## config.mk

```make
export PLATFORM = sky130hd
export DESIGN_NAME = unsigned_calc_solver_v
export DESIGN_NICKNAME = d
export VERILOG_FILES = /design/src/rtl/unsigned_calc_solver_v.sv
export SDC_FILE = /design/constraint.sdc
export NUM_CORES = 1
export LEC_CHECK = 0
export CAP_MARGIN = 10
export CORE_MARGIN = 8
export CORE_UTILIZATION = 45
export DETAILED_ROUTE_END_ITERATION = 6
export GPL_ROUTABILITY_DRIVEN = 0
export HOLD_SLACK_MARGIN = 0.1
export PLACE_DENSITY = 0.69
export SLEW_MARGIN = 10
export SYNTH_ARGS = -nofsm -noshare
export SYNTH_HDL_FRONTEND = slang
export SYNTH_SLANG_ARGS = --single-unit
export TNS_END_PERCENT = 30
```

## constraint.sdc

```tcl
create_clock -name i_clk -period 4.9 [get_ports i_clk]
set_clock_uncertainty 0.1 [all_clocks]
set_input_delay 0.98 -clock i_clk [delete_from_list [all_inputs] [get_ports i_clk]]
set_output_delay 0.98 -clock i_clk [all_outputs]
set_load 0.005 [all_outputs]
```

## src/rtl/unsigned_calc_solver_v.sv

```systemverilog
// Exhaustive sequential inverse of f = KA*a - KB*b + KC*c (mod 2^W_OUT):
// scans every {a,b,c} one per cycle and reports the first triple that hits the target.
module unsigned_calc_solver_v #(
  parameter int unsigned W_IN  = 4,
  parameter int unsigned W_OUT = 8,
  parameter int unsigned KA    = 7,
  parameter int unsigned KB    = 3,
  parameter int unsigned KC    = 6
) (
  input  logic             i_clk,
  input  logic             i_rst,
  input  logic             i_start,
  input  logic [W_OUT-1:0] i_fu,
  output logic             o_busy,
  output logic             o_done,
  output logic             o_found,
  output logic [W_IN-1:0]  o_au,
  output logic [W_IN-1:0]  o_bu,
  output logic [W_IN-1:0]  o_cu
);

  localparam int unsigned NW = 3 * W_IN;

  typedef enum logic [1:0] {IDLE, SEARCH, DONE} state_t;

  state_t            state, state_nxt;
  logic [NW-1:0]     n, n_nxt;
  logic [W_OUT-1:0]  target, target_nxt;
  logic              found_nxt;
  logic [W_IN-1:0]   a_nxt, b_nxt, c_nxt;
  logic [W_IN-1:0]   cand_a, cand_b, cand_c;
  logic [W_OUT-1:0]  v;

  // Constant multiply as a sum of shifted copies; wraps at W_OUT bits.
  function automatic logic [W_OUT-1:0] mul_k(input logic [W_OUT-1:0] x,
                                             input int unsigned k);
    logic [W_OUT-1:0] acc;
    acc = '0;
    for (int unsigned i = 0; i < 32; i++) begin
      if (k[i]) acc = acc + (x << i);
    end
    return acc;
  endfunction

  assign cand_a = n[NW-1 -: W_IN];
  assign cand_b = n[2*W_IN-1 -: W_IN];
  assign cand_c = n[W_IN-1:0];

  assign v = mul_k(W_OUT'(cand_a), KA) - mul_k(W_OUT'(cand_b), KB)
           + mul_k(W_OUT'(cand_c), KC);

  assign o_busy = (state != IDLE);
  assign o_done = (state == DONE);

  always_comb begin
    state_nxt  = state;
    n_nxt      = n;
    target_nxt = target;
    found_nxt  = o_found;
    a_nxt      = o_au;
    b_nxt      = o_bu;
    c_nxt      = o_cu;
    unique case (state)
      IDLE: begin
        if (i_start) begin
          target_nxt = i_fu;
          n_nxt      = '0;
          found_nxt  = 1'b0;
          a_nxt      = '0;
          b_nxt      = '0;
          c_nxt      = '0;
          state_nxt  = SEARCH;
        end
      end
      SEARCH: begin
        if (v == target) begin
          found_nxt = 1'b1;
          a_nxt     = cand_a;
          b_nxt     = cand_b;
          c_nxt     = cand_c;
          state_nxt = DONE;
        end else if (&n) begin
          found_nxt = 1'b0;
          state_nxt = DONE;
        end else begin
          n_nxt = n + 1'b1;
        end
      end
      DONE:    state_nxt = IDLE;
      default: state_nxt = IDLE;
    endcase
  end

  always_ff @(posedge i_clk) begin
    if (i_rst) begin
      state   <= IDLE;
      n       <= '0;
      target  <= '0;
      o_found <= 1'b0;
      o_au    <= '0;
      o_bu    <= '0;
      o_cu    <= '0;
    end else begin
      state   <= state_nxt;
      n       <= n_nxt;
      target  <= target_nxt;
      o_found <= found_nxt;
      o_au    <= a_nxt;
      o_bu    <= b_nxt;
      o_cu    <= c_nxt;
    end
  end

endmodule

```

==> impl_metrics.ini <==
[layout]
area_growth_pct = 29.3
final_core_util = 0.608
drive_above_1_share = 0.168
multiInputGateArea_sq_um = 1430
fill_cells = 435
fin_cells = 364
final_area_sq_um = 2910
num_antenna_cells = 0
regArea_sq_um = 709
layout.nets = 339

[clock_tree]
clock-sinks = 35
clkLatencyLatePin_ps = 290
cts_tree = built
cts_hold_buffers = 0
cts_root_buffer = clkbuf_8
cts_buffer_depth = 2
ctsHtreeMaxLevel = 2
clk_pin_slew_worst_paths_ps = 80
cts_made_buffers = 5

[setup_path]
crit_arrival_ps = 4970
worstSetupEndpointType = flop
rr_startpoint = n[2]
critical_path_class = reg2reg
critPathSlowestCell = fa_1
cp_common_cell = fa_1
crit_end = n[2]
r2r_cells = 16
crit_path_cell_trace = fa_1 -> inv_2 -> fa_1 -> fa_1 -> fa_1 -> inv_1 -> ha_2 -> fa_2 -> xnor2_1 -> nand4_1 -> nor4_4 -> buf_4 -> a21oi_1 -> buf_4 -> a211o_1 -> a21oi_1
worstSetupStartpointType = flop
required_ps = 5020
path_max_fanout = 7
rrSetupSlack_ps = 50
rr_endpoint = n[2]
crit_path_start = n[2]
max_stage_delay_ps = 550

[grt]
antenna_found_initial = 0
grt_max_degree = 25
grt_pass1_wl_mm = 8.66
grt_pass1_vias = 1780
grt_usage = 0.146
grt.overflow.total = 0

[synth]
yosys.area_share.adder = 0.235
synth-xor-area-share = 0.0411
synth_area_leaders = dfxtp_1, fa_1, ha_1, a21oi_1, nand2_1
seq_area_frac_synth = 0.311
synth-async-reset-ratio = 0
synth_cell_types = 35
yosys.area_share.simple = 0.202
synth.avg_cell_area_sq_um = 8.90
ys.flop_type = dfxtp_1
synth_edf_count = 0
synth_top_family_by_area = adder cells
synthMuxAreaShare = 0.00500
syn_nets = 296
yosys.area.top_type = dfxtp_1
synth-compound-area-share = 0.133
synthCells = 253
postSynthRegisterBits = 35
ys_warn_count = 0
synth_area_sq_um = 2250
synth.top_cell.area_share = 0.311

[sta]
setup_tns_ps = 0
setup_ws_ps = 51.1
hold_viol = 0
rsz0062_at_grt = yes
fmax_ghz = 0.206
setup_viol = 0
fin_crit_sh = 0.990
maxSlewViolCount = 0
worst_pin_slew_ps = 963
slew_headroom = 0.358
fin_crit_ps = 4850

[placement]
dp_cells = 348
place_area_sq_um = 2650
dp_hpwl_mm = 3.77
port_buffers = 25
dp_slack_ps = -1.73

[floorplan]
boundaryPins = 26
die_h_microns = 86.7
die_area_sq_um = 7520
core_region_area_sq_um = 4790
die_w_microns = 86.7
start_util = 0.470
rows = 25

[pwr]
power.leakage_uw = 0.00116
ir_drop_mv = 0.184
powerDensity_nw_per_um2 = 302

[drt]
detail_route.vias_per_cell = 5.09
initialDrtViolationCount = 109
drt_drc_violations_left = 0
vias = 1852
drt_wl_total_mm = 5.25
antenna_left = 0
dr.pass1.iters = 4
routedWlPerCell_microns = 14.4

[hold_path]
holdCritPathClass = reg2reg

[flow_run]
cap_viol_max_count = 0

[run_status]
status = finished clean
[cell usage in the layout (no fill, tap or decap), types with 2 or more instances in the layout]
cell	synthesis	routed
fa_1	17	14
dfxtp_2	0	4
clkbuf_8	0	5
inv_2	0	2
or3_1	11	11
and2_1	3	2
nor2_1	3	3
nand3b_1	7	7
dfxtp_1	35	30
inv_1	30	28
a211o_1	3	3
nor3_1	3	3
buf_4	0	19
o211ai_1	3	3
ha_1	15	14
nand4_1	6	6
and3_1	4	4
a21oi_2	0	3
clkdlybuf4s50_1	0	25
a21oi_1	36	33
nand3_1	6	6
nand2_1	34	34
bufinv_16	0	2
a21o_1	3	3
xor2_1	2	2
fa_2	0	3
xnor2_1	6	5
nor2b_1	3	3
[synth_stat cells, drive strengths merged (2+ instances only)]
library cell,n
a21o,3
ha,15
a211o,3
and3,4
or3,11
nor2,3
nand4,6
a21oi,36
buf,3
clkbuf,8
fa,17
and2,4
nor2b,3
nand3,6
dfxtp,35
xnor2,6
xor2,2
o211ai,3
inv,30
nor3,3
nand3b,7
nand2,34
[layer usage]
metal	vias up	track usage	share of wire
met5	-	0	0
met4	0	0.0563	0.014
met3	9	0.0425	0.062
met2	39	0.226	0.46
met1	869	0.184	0.47
li1	935	-	-
[critical path: cells and delay by family, from the launching register on]
family	cells	cell delay [ps]
buffers and inverters	4	440
XOR/XNOR	1	110
AO/OA/AOI/OAI	3	490
flip-flops	1	360
adder cells (fa/ha/maj)	6	2710
AND/OR/NAND/NOR	2	560
[flip-flops by register name (all words and copies together) (netlist names)]
name	flops
n	12
target	8
o_au	4
o_bu	4
o_cu	4
state	2
o_found	1
[worst min path at each step]
stage              start  slack (ps)  cells past startpoint        end
2_1_floorplan  target[5]         340                      2  target[5]
3_3_place_gp     o_bu[1]         340                      2    o_bu[1]
3_5_place_dp     o_cu[1]         350                      2    o_cu[1]
4_1_cts          o_cu[3]         360                      2    o_cu[3]
5_1_grt          o_au[3]         370                      2    o_au[3]
6_report         o_au[0]         350                      2    o_au[0]
[cells by family after synthesis]
group / after synthesis
AND/OR/NAND/NOR: 85
buffers and inverters: 41
XOR/XNOR: 9
adder cells (fa/ha/maj): 32
flip-flops: 35
AO/OA/AOI/OAI: 50
multiplexers: 1
[timing repair]
item,4_1_cts,5_1_grt
gates resized for setup,0,18
endpoints found under the setup margin,5,12
setup buffers,0,7
cloned,0,1
pin swaps,1,9
[area by class of cell]
cell class | instances | share of cell area
clock inverters | 3 | 0.0232
well taps | 67 | 0.0288
clock buffers | 5 | 0.0236
flip-flops and latches | 35 | 0.244
inverters | 30 | 0.0387
repair buffers | 47 | 0.152
multi-input cells | 177 | 0.490
[power by group]
part           switching [uW]  leakage (uW)  internal (uW)
logic                     139      0.000814            125
clock network             113     0.0000644            203
registers                6.51      0.000286            293
total                     259       0.00116            621
[through the flow]
stage | hold WS, ps | total power (uW)
floorplan | 337 | 480
global placement | 340 | 532
CTS | 357 | 851
finish | 354 | 880
detailed placement | 347 | 535
global route | 366 | 932
Note: power is estimated with default switching activity, not from simulation.
